File: src/rtl/fetch_stage.sv
// Instruction fetch: owns the PC, issues to a 1-cycle imem, queues {pc, instr} for IF/ID.
// Latency: 2 cycles from request to Curr_Pc/Curr_Instr; redirect costs 2 bubble cycles.
// Backpressure: stall holds the queue head; requests stop once queue + in-flight would overflow.

// Small synchronous FIFO with flush; simultaneous push/pop allowed even when full.
// Latency: 1 cycle from push to head_vld (head is a registered-storage mux).
// Backpressure: pushes are ignored when full without a same-cycle pop; the caller prevents that.
module sync_fifo #(
    parameter int W     = 8,
    parameter int DEPTH = 2,
    localparam int PTR_W = (DEPTH > 1) ? $clog2(DEPTH) : 1,
    localparam int CNT_W = $clog2(DEPTH + 1)
) (
    input  logic             clk,
    input  logic             reset_n,
    input  logic             flush,
    input  logic             push_vld,
    input  logic [W-1:0]     push_dat,
    input  logic             pop_vld,
    output logic             head_vld,
    output logic [W-1:0]     head_dat,
    output logic [CNT_W-1:0] cnt
);

    logic [W-1:0]     mem [DEPTH];
    logic [PTR_W-1:0] wr_ptr;
    logic [PTR_W-1:0] rd_ptr;
    logic             full;
    logic             do_pop;
    logic             do_push;

    function automatic logic [PTR_W-1:0] ptr_inc(input logic [PTR_W-1:0] p);
        return (p == PTR_W'(DEPTH - 1)) ? '0 : p + PTR_W'(1);
    endfunction

    assign head_vld = (cnt != '0);
    assign full     = (cnt == CNT_W'(DEPTH));
    assign head_dat = mem[rd_ptr];

    // A flush or reset suppresses both operations; a pop frees the slot a full-queue push needs.
    assign do_pop  = reset_n & ~flush & pop_vld & head_vld;
    assign do_push = reset_n & ~flush & push_vld & (~full | do_pop);

    // Entry storage: written at the tail; contents are don't-care until counted valid.
    always_ff @(posedge clk) begin
        if (do_push) begin
            mem[wr_ptr] <= push_dat;
        end
    end

    // Pointers and occupancy; flush empties the queue in one edge.
    always_ff @(posedge clk) begin
        if (!reset_n) begin
            wr_ptr <= '0;
            rd_ptr <= '0;
            cnt    <= '0;
        end else if (flush) begin
            wr_ptr <= '0;
            rd_ptr <= '0;
            cnt    <= '0;
        end else begin
            if (do_push) begin
                wr_ptr <= ptr_inc(wr_ptr);
            end
            if (do_pop) begin
                rd_ptr <= ptr_inc(rd_ptr);
            end
            cnt <= cnt + CNT_W'(do_push) - CNT_W'(do_pop);
        end
    end

endmodule

module fetch_stage #(
    parameter int             PC_W      = 9,
    parameter int             INSTR_W   = 32,
    parameter int             DEPTH     = 2,
    parameter logic [INSTR_W-1:0] NOP_INSTR = 32'h0000_0013
) (
    input  logic               clk,
    input  logic               reset_n,
    output logic               imem_req,
    output logic [PC_W-1:0]    imem_addr,
    input  logic [INSTR_W-1:0] imem_rdata,
    input  logic               redirect,
    input  logic [PC_W-1:0]    redirect_pc,
    input  logic               stall,
    output logic               if_valid,
    output logic [PC_W-1:0]    Curr_Pc,
    output logic [INSTR_W-1:0] Curr_Instr
);

    localparam int CNT_W = $clog2(DEPTH + 1);
    localparam int OCC_W = CNT_W + 1;

    typedef struct packed {
        logic [PC_W-1:0]    pc;
        logic [INSTR_W-1:0] instr;
    } fq_entry_t;

    logic [PC_W-1:0]  pc;
    logic [PC_W-1:0]  pend_pc;
    logic             inflight;
    logic             pop;
    logic             issue_room;
    logic [CNT_W-1:0] fq_cnt;
    logic             fq_head_vld;
    fq_entry_t        fq_head;
    fq_entry_t        fq_push_dat;
    logic             redirect_pc_lsb_unused;

    // Targets are word aligned; the low address bits of a redirect carry no information.
    assign redirect_pc_lsb_unused = ^redirect_pc[1:0];

    assign pop = fq_head_vld & ~stall;

    // Issue only when every slot already promised (queued + in flight) still leaves one free
    // after this cycle's pop, so a returning word always has room.
    assign issue_room = (OCC_W'(fq_cnt) + OCC_W'(inflight)) < (OCC_W'(DEPTH) + OCC_W'(pop));

    assign imem_req  = reset_n & ~redirect & issue_room;
    assign imem_addr = pc;

    // PC, pending-request PC and in-flight flag; redirect overrides any issue this cycle.
    always_ff @(posedge clk) begin
        if (!reset_n) begin
            pc       <= '0;
            pend_pc  <= '0;
            inflight <= 1'b0;
        end else if (redirect) begin
            pc       <= {redirect_pc[PC_W-1:2], 2'b00};
            inflight <= 1'b0;
        end else begin
            inflight <= imem_req;
            if (imem_req) begin
                pend_pc <= pc;
                pc      <= pc + PC_W'(4);
            end
        end
    end

    assign fq_push_dat = '{pc: pend_pc, instr: imem_rdata};

    sync_fifo #(
        .W     (PC_W + INSTR_W),
        .DEPTH (DEPTH)
    ) u_fq (
        .clk      (clk),
        .reset_n  (reset_n),
        .flush    (redirect),
        .push_vld (inflight & ~redirect),
        .push_dat (fq_push_dat),
        .pop_vld  (pop),
        .head_vld (fq_head_vld),
        .head_dat (fq_head),
        .cnt      (fq_cnt)
    );

    // IF/ID fields come only from the queue head, never straight from imem_rdata.
    assign if_valid   = fq_head_vld;
    assign Curr_Pc    = fq_head_vld ? fq_head.pc    : '0;
    assign Curr_Instr = fq_head_vld ? fq_head.instr : NOP_INSTR;

endmodule
File: config.mk
export PLATFORM = sky130hd
export DESIGN_NAME = fetch_stage
export DESIGN_NICKNAME = d
export VERILOG_FILES = /design/src/rtl/fetch_stage.sv
export SDC_FILE = /design/constraint.sdc
export NUM_CORES = 1
export LEC_CHECK = 0
export ABC_AREA = 0
export CAP_MARGIN = 20
export CORE_ASPECT_RATIO = 0.9
export CORE_UTILIZATION = 40
export DETAILED_ROUTE_END_ITERATION = 8
export GPL_TIMING_DRIVEN = 0
export PLACE_DENSITY = 0.66
export SETUP_SLACK_MARGIN = 0.1
export SYNTH_ARGS = -nofsm -noshare
export SYNTH_HDL_FRONTEND = slang
export SYNTH_SLANG_ARGS = --single-unit
File: constraint.sdc
create_clock -name clk -period 5.4 [get_ports clk]
set_input_delay 1.08 -clock clk [delete_from_list [all_inputs] [get_ports clk]]
set_output_delay 1.08 -clock clk [all_outputs]
set_load 0.01 [all_outputs]
## Word-level counts from Yosys, hierarchy flattened

Memory sizes are Yosys's and may differ from the RTL's. A register that Yosys moved wholly into a read port is not among the register bits.
Cells that the tools add are included.

- Memories: 1
- Output and inout bits: 52
- Memory bits (writable): 82
- Logic and storage cells: 44
- Bits of input ports: 45
- Register bits: 23

Memories:

| memory | words | bits a word | rd ports | clocked after Yosys merged registers in | write ports | RTL line | source |
|---|---|---|---|---|---|---|---|
| u_fq.mem | 2 | 41 | 1 | 1 | 1 | 25 | `logic [W-1:0] mem [DEPTH];` |

- Reductions and logical operators: 4
- Bitwise operators: 13
- Eq/ne operators: 1
- Add/subtract/negate cells: 7
- Muxes and demuxes: 10
- $lt $le $gt $ge: 1

Operators by type and width:

| cell | number |
|---|---|
| 32-bit two-way mux | 1 |
| 9-bit two-way mux | 3 |
| 9-bit by 3-bit adder with 9-bit output (second input constant) | 1 |
| 1-bit bitwise AND | 8 |
| 1-bit two-way mux | 6 |
| 1-bit inverter | 4 |
| 2-bit nonzero test | 2 |
| 2-bit by 1-bit adder with 3-bit output | 1 |
| 2-bit by 1-bit adder with 3-bit output (first input constant) | 1 |
| 3-bit < comparator | 1 |
| 1-bit adder (second input constant) | 2 |
| 2-bit by 1-bit adder with 2-bit output | 1 |
| 2-bit equality test (second input constant) | 1 |
| 2-bit AND reduction | 1 |
| 2-bit OR reduction | 1 |
| 2-bit by 1-bit subtractor with 2-bit output | 1 |
| 1-bit OR | 1 |

## Depth between registers and ports, before layout

- Word-level depth: 8
- Gate-level depth with buffers: 8

## Cells and area by module

From an unflattened synthesis, not the netlist that was laid out.

- Cells, all modules: 281
- Area total of the unflattened synthesis: 4197.8 µm²

Modules (own cells, without submodules):

| module | times used | area an instance (µm²) | cells each |
|---|---|---|---|
| sync_fifo | 1 | 3188.1 | 154 |
| fetch_stage | 1 | 1009.7 | 127 |

## Worst setup path before layout

Ideal clock, no wire load.

- Path type: input -> register
- Start point: input redirect
- End point: memory u_fq.mem[0][0] (netlist bit), enable pin
- Stages on the path: 4
- Buffers on the path: 2
- Setup time: 0.533 ns
- Data required time: 4.867 ns
- Arrival: 5.201 ns
- Slack: -0.334 ns
- Cell sequence: buf_6 > nand2b_4 > buf_6 > nor4_1

- Word-level cells in the longest chain between the ends: 8

RTL lines:

| item | RTL line | source |
|---|---|---|
| start: declaration | 85 | `input logic redirect,` |
| 1-bit inverter (no line) (*) | -- |  |
| 1-bit bitwise AND | 41, 42 |  |
| 1-bit bitwise AND (2 in series) | 41 | `assign do_pop = reset_n & ~flush & pop_vld & head_vld;` |
| 1-bit OR | 42 | `assign do_push = reset_n & ~flush & push_vld & (~full \| do_pop);` |
| 1-bit bitwise AND (*) | 42 |  |
| 1-bit two-way mux (*) | 46 | `if (do_push) begin` |
| 1-bit two-way mux (implied by the code) (*) | 47 | `mem[wr_ptr] <= push_dat;` |
| end: declaration | 25 |  |

Every way passes the cells marked *; elsewhere a longest branch is shown, timed or not.

## Final worst setup path

- Start point: input stall
- End point: output imem_req

- Word-level cells in the longest chain between the ends: 5

RTL lines:

| item | RTL line | source |
|---|---|---|
| start: declaration | 87 | `input logic stall,` |
| 1-bit inverter | 115 | `assign pop = fq_head_vld & ~stall;` |
| 1-bit bitwise AND | 115 |  |
| 2-bit by 1-bit adder with 3-bit output | 119 | `assign issue_room = (OCC_W'(fq_cnt) + OCC_W'(inflight)) < (OCC_W'(DEPTH) + OCC_W'(pop));` |
| 3-bit < comparator | 119 |  |
| 1-bit bitwise AND | 121 | `assign imem_req = reset_n & ~redirect & issue_room;` |
| end: declaration | 82 | `output logic imem_req,` |

No other way between the ends.

==> flow_summary.yaml <==
run_status:
  outcome: "complete, no violations"
pwr:
  power.density_mw_per_mm2: 256.9
  combPwrFrac_pct: 6.8
  p_seq_share_pct: 61.6
  internal_power_w: 0.001053
  pwr-share-clk_pct: 31.5
  ir_worst_vdd_uv: 159.6
  swShare_pct: 22.12
  leakage_nw: 1.709
  finalPower_w: 0.001351
  power_switching_w: 0.0002989
drt:
  drc: 0
  routed_wl_mm: 7.760
  via_count: 2618
  via_per_inst: 5.006
  wire_per_inst_um: 14.84
  ant_nets: 0
  firstDrtPassIters: 6
  drtIter0Drc: 152
timing:
  worst_slew_pin_slew_ns: 0.9269
  slew_headroom_pct: 37.74
  fin_skew_ns: 0.006464
  setup-violations-final: 0
  timing.final.crit_share_pct: 76.19
  rsz0062_at_grt: "false"
  slew_viol_final: 0
  tns_ns: 0
  hold_viol: 0
  layout_min_cycle_time_ns: 4.114
  fmax_ghz: 0.2431
clock_tree:
  post_cts_buffers: 0
  cts.sinks: 98
  cts.root.buffer_cell: "clkbuf_8"
  clk_pin_slew_worst_paths_ns: 0.09
  insertion_delay_ns: 0.35
  cts_resized: 0
  cts-buffers-inserted: 9
  cts_tree: "done"
  clockBufferDepth: 2
  h-tree-depth: 3
  ctsHoldBuffers: 0
final_layout:
  multi_input_comb_area_mm2: 0.001106
  final_util_pct: 54.71
  nNetsFinal: 441
  final_cells: 523
  layout_common_cells: "clkdlybuf4s50_1, edfxtp_1, nor2_1"
  antenna_cells: 0
  regArea_mm2: 0.002743
  area_growth_pct: 33.08
  fillers: 847
  drive_above_1_share_pct: 9.320
  stdcell_area_mm2: 0.005260
  mostFrequentLayoutCell: "clkdlybuf4s50_1"
worst_setup_path:
  r2r-end: "u_fq.cnt[1]"
  r2r-start: "u_fq.cnt[0]"
  setup.worst_path.start: "stall"
  crit_required_ns: 4.32
  r2r_cells: 7
  crit_path_start_kind: "input port"
  r2r_slack_ns: 3.06
  cp-end-kind: "output port"
  cp-endpoint: "imem_req"
  worstPathArrival_ns: 3.03
  critPathMaxFanout: 10
  path_class: "in -> out"
grt:
  grt_pass1_wl_mm: 12.18
  grt_pass1_vias: 2423
  grt_usage_pct: 15.84
  antenna_found_initial: 0
  grt_overflow_total: 0
  grt_max_degree: 29
placed_design:
  dpl-instance-area_mm2: 0.005082
  place_inst: 507
  place_hpwl_mm: 5.436
  io_buffers: 89
  gp_congestion: 0.8403
logic_synthesis:
  postSynthAreaPerCell_um2: 13.87
  synth_xor_area_share_pct: 0.6648
  synth_simple_gate_area_share_pct: 9.908
  synth_mux_area_share_pct: 9.877
  synth_seq_cells: 98
  yosys_warnings: 0
  synthTopCellsByArea: "edfxtp_1, dfxtp_1, mux2i_1"
  synthCells: 285
  yosysSeqAreaShare_pct: 69.39
  synth-main-ff-cell: "edfxtp_1"
  synth_edf_count: 78
  synth_area_mm2: 0.003953
  synth_top_area_cell: "edfxtp_1"
  synth_top_area_share_pct: 59.26
  synthAdderAreaFrac_pct: 1.266
  synth_cell_type_count: 42
  synth_top_family_by_area: "simple AND/OR/NAND/NOR gates"
  synthArstFlopShare_pct: 0
  synth_compound_area_share_pct: 5.476
floorplan:
  fp-row-count: 34
  coreArea_mm2: 0.009614
  die_x_um: 106.8
  die_y_um: 96.31
  dieArea_mm2: 0.01028
  initial_core_util_pct: 41.11
  io_pins: 97
flow_run:
  maxCapViolCount: 0
min_path:
  hp-class: "reg -> reg"
[routing by layer]
layer | track usage, % | vias up | wire, µm
met5 | 0 | - | 0
met4 | 4.680 | 0 | 84
met3 | 4.401 | 9 | 493
met2 | 24.78 | 94 | 3650
met1 | 21.59 | 1253 | 3532
li1 | - | 1262 | -
[cell type report]
| cell class | count | share of cell area [%] |
|---|---|---|
| clock inverters | 6 | 0.9515 |
| flip-flops and latches | 98 | 52.14 |
| clock buffers | 10 | 2.426 |
| repair buffers | 93 | 17.96 |
| multi-input cells | 165 | 21.03 |
| inverters | 6 | 0.4282 |
| well taps | 126 | 2.997 |
| plain buffers | 19 | 2.069 |
[worst min path at each step]
| stage | start | endpoint | slack, ns | depth (start not counted) |
|---|---|---|---|---|
| detailed placement | pend_pc[8] | u_fq.mem[0][40] | 0.44 | 0 |
| global route | pend_pc[3] | u_fq.mem[1][35] | 0.47 | 0 |
| CTS | pend_pc[8] | u_fq.mem[0][40] | 0.46 | 0 |
| global placement | pend_pc[4] | u_fq.mem[0][36] | 0.43 | 0 |
| floorplan | pend_pc[2] | u_fq.mem[0][34] | 0.42 | 0 |
| finish | pend_pc[8] | u_fq.mem[0][40] | 0.46 | 0 |
[state kept, by name, indices dropped and copies added, names as in the netlist, named ones only]
name         cells
u_fq.wr_ptr      1
u_fq.cnt         2
u_fq.mem        78
u_fq.rd_ptr      1
inflight         1
pend_pc          7
imem_addr        7
[power by group through the flow]
stage / registers, W / clock network (W) / logic [W]
after floorplan: 0.000850 / 0 / 0.0000336
after global placement: 0.000850 / 0 / 0.0000888
after detailed placement: 0.000850 / 0 / 0.0000924
after CTS: 0.000833 / 0.000437 / 0.0000931
after global routing: 0.000835 / 0.000470 / 0.000101
final: 0.000833 / 0.000426 / 0.0000924
[synth_stat cells, types with 2 or more instances]
master	number
mux2i_1	39
nand3_1	11
buf_2	6
and3_1	2
edfxtp_1	78
nor4_1	2
clkbuf_1	5
buf_4	4
a21oi_1	10
or3_1	2
or4_1	2
nand4_1	4
nand2_1	5
ha_1	4
inv_1	5
nor3_1	4
o21ai_0	11
a41oi_1	2
o211ai_1	3
buf_1	2
buf_6	2
dfxtp_1	20
nor2_1	41
xnor2_1	2
a311oi_1	2
[through the flow]
| stage | setup WS, ns | hold slack, ns |
|---|---|---|
| floorplan | 1.276 | 0.4192 |
| global placement | -0.5122 | 0.4293 |
| detailed placement | 1.317 | 0.4379 |
| CTS | 1.297 | 0.4598 |
| global route | 1.178 | 0.4719 |
| finish | 1.286 | 0.4565 |
[cells by family after synthesis]
group | Yosys count
adder cells (fa/ha/maj) | 4
AND/OR/NAND/NOR | 81
XOR/XNOR | 3
buffers and inverters | 25
flip-flops | 98
AO/OA/AOI/OAI | 34
multiplexers | 39
other | 1
[critical path, stage by stage]
cell	delay, ns
clkdlybuf4s50_1	0.52
o31a_1	0.44
clkbuf_1	0.24
nor2_1	0.18
clkdlybuf4s50_1	0.56
Note: power is estimated with default switching activity, not from simulation.
